**src/rtl/ipcore_rr_arbiter.sv**
```systemverilog
// rtl/ipcore_rr_arbiter.sv - round-robin arbiter that shares one ipcore between N_REQ requesters
//
// Ports:
//   clk, rst_n             rising-edge clock, asynchronous active-low reset
//   req_valid/req_data     per-requester operand requests (requester i at [i*DATA_W +: DATA_W])
//   req_ready              one-hot accept strobe, combinational in IDLE
//   rsp_valid/rsp_data     one-hot one-cycle response strobe plus result
//   rsp_err                1 when the transaction timed out
//   core_start/core_data   start pulse and held operand towards the ipcore
//   core_done/core_result  ipcore completion and result, honoured only in WAIT
//   grant_id               index of the current owner
//   busy                   high in every state except IDLE
module ipcore_rr_arbiter #(
    parameter int N_REQ   = 4,
    parameter int DATA_W  = 32,
    parameter int TIMEOUT = 255
) (
    input  logic                                  clk,
    input  logic                                  rst_n,
    input  logic [N_REQ-1:0]                      req_valid,
    input  logic [N_REQ*DATA_W-1:0]               req_data,
    output logic [N_REQ-1:0]                      req_ready,
    output logic [N_REQ-1:0]                      rsp_valid,
    output logic [DATA_W-1:0]                     rsp_data,
    output logic                                  rsp_err,
    output logic                                  core_start,
    output logic [DATA_W-1:0]                     core_data,
    input  logic                                  core_done,
    input  logic [DATA_W-1:0]                     core_result,
    output logic [(N_REQ > 1 ? $clog2(N_REQ) : 1)-1:0] grant_id,
    output logic                                  busy
);

    localparam int GID_W = (N_REQ > 1) ? $clog2(N_REQ) : 1;
    // A zero-width timer is illegal, so TIMEOUT = 0 still gets one (unused) bit.
    localparam int TMR_W = (TIMEOUT > 0) ? $clog2(TIMEOUT + 1) : 1;

    typedef enum logic [1:0] {
        S_IDLE  = 2'd0,
        S_ISSUE = 2'd1,
        S_WAIT  = 2'd2,
        S_RESP  = 2'd3
    } state_t;

    state_t             state_q, state_d;
    logic [GID_W-1:0]   last_grant_q, last_grant_d;
    logic [GID_W-1:0]   grant_id_q, grant_id_d;
    logic [DATA_W-1:0]  core_data_q, core_data_d;
    logic [TMR_W-1:0]   timer_q, timer_d;
    logic [DATA_W-1:0]  rsp_data_q, rsp_data_d;
    logic               rsp_err_q, rsp_err_d;

    logic [GID_W-1:0]   winner;
    logic [GID_W-1:0]   cand;
    logic               any_req;

    // Search from last_grant+1 upward; iterating the offsets downward lets the
    // smallest matching offset (the highest-priority requester) be assigned last.
    always_comb begin
        winner  = '0;
        cand    = '0;
        any_req = 1'b0;
        for (int k = N_REQ; k >= 1; k--) begin
            cand = GID_W'((int'(last_grant_q) + k) % N_REQ);
            if (req_valid[cand]) begin
                winner  = cand;
                any_req = 1'b1;
            end
        end
    end

    always_comb begin
        state_d      = state_q;
        last_grant_d = last_grant_q;
        grant_id_d   = grant_id_q;
        core_data_d  = core_data_q;
        timer_d      = timer_q;
        rsp_data_d   = rsp_data_q;
        rsp_err_d    = rsp_err_q;
        req_ready    = '0;
        rsp_valid    = '0;

        case (state_q)
            S_IDLE: begin
                if (any_req) begin
                    req_ready[winner] = 1'b1;
                    core_data_d       = req_data[int'(winner)*DATA_W +: DATA_W];
                    grant_id_d        = winner;
                    state_d           = S_ISSUE;
                end
            end
            S_ISSUE: begin
                timer_d = '0;
                state_d = S_WAIT;
            end
            S_WAIT: begin
                // A done on the timeout cycle takes precedence over the timeout.
                if (core_done) begin
                    rsp_data_d = core_result;
                    rsp_err_d  = 1'b0;
                    state_d    = S_RESP;
                end else if ((TIMEOUT != 0) && (timer_q == TMR_W'(TIMEOUT - 1))) begin
                    rsp_data_d = '0;
                    rsp_err_d  = 1'b1;
                    state_d    = S_RESP;
                end else begin
                    timer_d = timer_q + TMR_W'(1);
                end
            end
            S_RESP: begin
                rsp_valid[grant_id_q] = 1'b1;
                last_grant_d          = grant_id_q;
                state_d               = S_IDLE;
            end
            default: state_d = S_IDLE;
        endcase
    end

    always_ff @(posedge clk or negedge rst_n) begin
        if (!rst_n) begin
            state_q      <= S_IDLE;
            last_grant_q <= GID_W'(N_REQ - 1);
            grant_id_q   <= '0;
            core_data_q  <= '0;
            timer_q      <= '0;
            rsp_data_q   <= '0;
            rsp_err_q    <= 1'b0;
        end else begin
            state_q      <= state_d;
            last_grant_q <= last_grant_d;
            grant_id_q   <= grant_id_d;
            core_data_q  <= core_data_d;
            timer_q      <= timer_d;
            rsp_data_q   <= rsp_data_d;
            rsp_err_q    <= rsp_err_d;
        end
    end

    // Decoded from state so an asynchronous reset kills a pending start at once.
    assign core_start = (state_q == S_ISSUE);
    assign busy       = (state_q != S_IDLE);
    assign core_data  = core_data_q;
    assign grant_id   = grant_id_q;
    assign rsp_data   = rsp_data_q;
    assign rsp_err    = rsp_err_q;

endmodule

```
**config.mk**
```make
export PLATFORM = sky130hd
export DESIGN_NAME = ipcore_rr_arbiter
export DESIGN_NICKNAME = d
export VERILOG_FILES = /design/src/rtl/ipcore_rr_arbiter.sv
export SDC_FILE = /design/constraint.sdc
export NUM_CORES = 1
export LEC_CHECK = 0
export CAP_MARGIN = 20
export CORE_MARGIN = 5
export CORE_UTILIZATION = 30
export CTS_BUF_LIST = sky130_fd_sc_hd__clkbuf_4
export DETAILED_ROUTE_END_ITERATION = 10
export PLACE_DENSITY = 0.67
export RECOVER_POWER = 100
export SETUP_SLACK_MARGIN = 0.2
export SLEW_MARGIN = 20
export SYNTH_ARGS = -nofsm -noshare
export SYNTH_HDL_FRONTEND = slang
export SYNTH_SLANG_ARGS = --single-unit
```
**constraint.sdc**
```tcl
create_clock -name clk -period 2.2 [get_ports clk]
set_input_delay 0.33 -clock clk [delete_from_list [all_inputs] [get_ports clk]]
set_output_delay 0.33 -clock clk [all_outputs]
set_load 0.03 [all_outputs]
```
==> reports/qor.yml <==
start_util_pct: 30.4
hold_end: "rsp_data[5]"
final_common_cell: "clkdlybuf4s50_1"
tritoncts: "built"
crit_chain: "buf_6, nand2_1, a21oi_2, nor3_4, buf_12, buf_6, nor2_4, buf_6"
hold_violations: 0
route.detailed.drc: 0
cts_buffer_depth: 2
clkTransAtPathRegs_ns: 0.13
grt_antenna_before_repair: 0
async_reset_ff_share_pct: 100
synthesis.area_um2: 3990
cts_root_buf: "clkbuf_4"
nNetsFinal: 797
worstSetupPathType: "register to primary output"
h-tree-depth: 3
rows: 42
required_ns: 1.87
max_freq_ghz: 0.438
via_count: 4056
hold_depth: 2
p_switching_w: 0.00416
cp_slowest_stage_delay_ns: 0.60
synthFlopType: "dfrtp_1"
yosysUniqueCellTypes: 38
r2r_cells: 10
gp_routability_congestion: 0.930
drt_iter0_markers: 138
ys_seq_area_share_pct: 49.6
report.final.slew_viol_count: 27
nFillCells: 1153
finalCritPeriodShare_pct: 104
timing.critical_path.mode_cell: "buf_6"
p_clk_share_pct: 10.7
avgSynthCellArea_um2: 11.1
grt_pass1_vias: 4413
drtPass1Iterations: 5
ir_drop_mv: 0.737
hpwl_mm: 11.4
cp_slowest_cell: "dfstp_2"
pwr-share-seq_pct: 26.5
postRouteAntennaNets: 0
setup_ws_ns: -0.0845
r2r_end: "core_data[0]"
synth.yosys.warnings: 0
regToRegStartpoint: "last_grant_q[1]"
rsz0062_at_grt: "true"
swShare_pct: 44.0
r2r_setup_slack_ns: -0.02
area_delta_synth_final_pct: 82.2
dp_cells: 774
slew_headroom_pct: -0.527
die_h_um: 125
start_kind: "register"
wire_per_inst_um: 18.5
grt_pass1_wl_mm: 23.8
grt_overflow: 0
cts_made_buffers: 9
io_buffers: 243
hold_start: "core_result[5]"
top_level_ports: 244
antenna_cells: 0
mostFrequentLayoutCells: "clkdlybuf4s50_1 (168), dfrtp_1 (77), dlygate4sd3_1 (63)"
post-route-util_pct: 55.3
fp.dieW_um: 125
status: "finished, violations left"
routed_wl_mm: 14.9
min_path_type: "input pin to register"
arrival_ns: 1.95
leakage_nw: 3.18
fin_worst_skew_ns: 0.0170
worstSetupEndpointType: "primary output"
setup_viol: 9
critPathMaxFanout: 6
tns_ns: -0.348
p_comb_share_pct: 62.8
synth-seq-cells: 79
track_usage_pct: 18.8
syn_inst: 360
vias_per_cell: 5.04
grt_max_degree: 36
drive_above_1_share_pct: 14.3
fp.coreArea_um2: 13100
p_int_w: 0.00529
syn_nets: 533
die-area_um2: 15700
clock_sinks: 79
finalCriticalPeriod_ns: 2.28
violations: "max-capacitance violations, max-slew violations, negative setup slack"
final_cells: 805
p_per_area_nw_per_um2: 1300
synth_edf_count: 0
cap_violations: 1
insertion_delay_ns: 0.44
worst_slew_pin_slew_ns: 1.51
[critical path: cells and delay by family (launching register included)]
| kind | cells | cell delay [ns] |
|---|---|---|
| buffers and inverters | 4 | 0.52 |
| AO/OA/AOI/OAI | 1 | 0.18 |
| flip-flops | 1 | 0.60 |
| AND/OR/NAND/NOR | 3 | 0.23 |
[what timing repair did]
item	in CTS	in global routing
endpoints found under the setup margin	37	36
pin swaps	19	6
gates resized for setup	53	31
buffers inserted	8	3
hold buffers	1	0
endpoints found under the hold margin	25	0
gates cloned	3	0
[power by group through the flow]
stage	registers, W	logic (W)	clock network, W
final	0.00251	0.00593	0.00101
after global routing	0.00261	0.00633	0.00111
after CTS	0.00254	0.00606	0.00105
after detailed placement	0.00255	0.00564	0
after global placement	0.00255	0.00553	0
after floorplan	0.00365	0.00216	0
[state kept, by name, indices dropped and copies added, names as in the netlist]
name,count
core_data,32
grant_id,2
rsp_err,1
timer_q,8
rsp_data,32
last_grant_q,2
state_q,2
[synth_stat cells (all sizes together), types with 2 or more instances]
cell / instances / area [um2]
xnor2: 4 / 35.0
a21oi: 7 / 35.0
inv: 9 / 33.8
o221ai: 32 / 280
a22o: 34 / 298
buf: 13 / 80.1
dfrtp: 77 / 1930
nand2: 48 / 180
nand3: 2 / 10.0
a21o: 2 / 15.0
nor3b: 2 / 15.0
clkbuf: 15 / 56.3
mux2i: 65 / 651
dfstp: 2 / 52.6
and4: 2 / 17.5
o21ai: 7 / 35.0
nor2: 16 / 60.1
ha: 6 / 75.1
nand4: 2 / 12.5
[worst max path at each step]
stage / start / end / cells after the start
floorplan: state_q[1] / req_ready[2] / 9
global placement: req_valid[3] / req_ready[3] / 7
detailed placement: req_valid[1] / core_data[4] / 7
CTS: last_grant_q[1] / req_ready[3] / 6
global route: last_grant_q[1] / req_ready[3] / 7
finish: last_grant_q[1] / req_ready[3] / 8
[layer usage]
metal,vias to the layer above,GRT usage [%],share of wire [%],routed length [um]
li1,1871,-,-,-
met1,1950,23.0,42,6220
met2,212,30.3,47,7030
met3,23,7.38,9.2,1380
met4,0,6.38,2.0,298
met5,-,0,0,0
[area by class of cell]
class	count	area (um2)	share of cell area, %
tap	176	220	3.03
clock buffer	11	82.6	1.14
clock inverter	5	82.6	1.14
sequential	79	1980	27.2
inverter	9	36.3	0.499
multi-input combinational	244	1990	27.4
timing repair buffer	281	2870	39.5
[cells by family after synthesis]
family | synth area share (%)
buf+inv | 4.27
fa+ha+maj | 1.88
flops | 49.6
simple gates | 8.66
compound gates | 18.1
xor+xnor | 0.878
mux | 16.6
[per-stage QoR]
step,area (um2),hold WS [ns],total power [W],setup WS (ns)
detailed placement,6760,0.272,0.00820,-0.0940
CTS,7190,0.315,0.00966,-0.114
finish,7260,0.478,0.00945,-0.0845
global route,7260,0.448,0.0101,-0.172
global placement,6760,0.271,0.00808,-0.0169
floorplan,4050,0.0344,0.00581,0.212
Note: power is estimated with default switching activity, not from simulation.
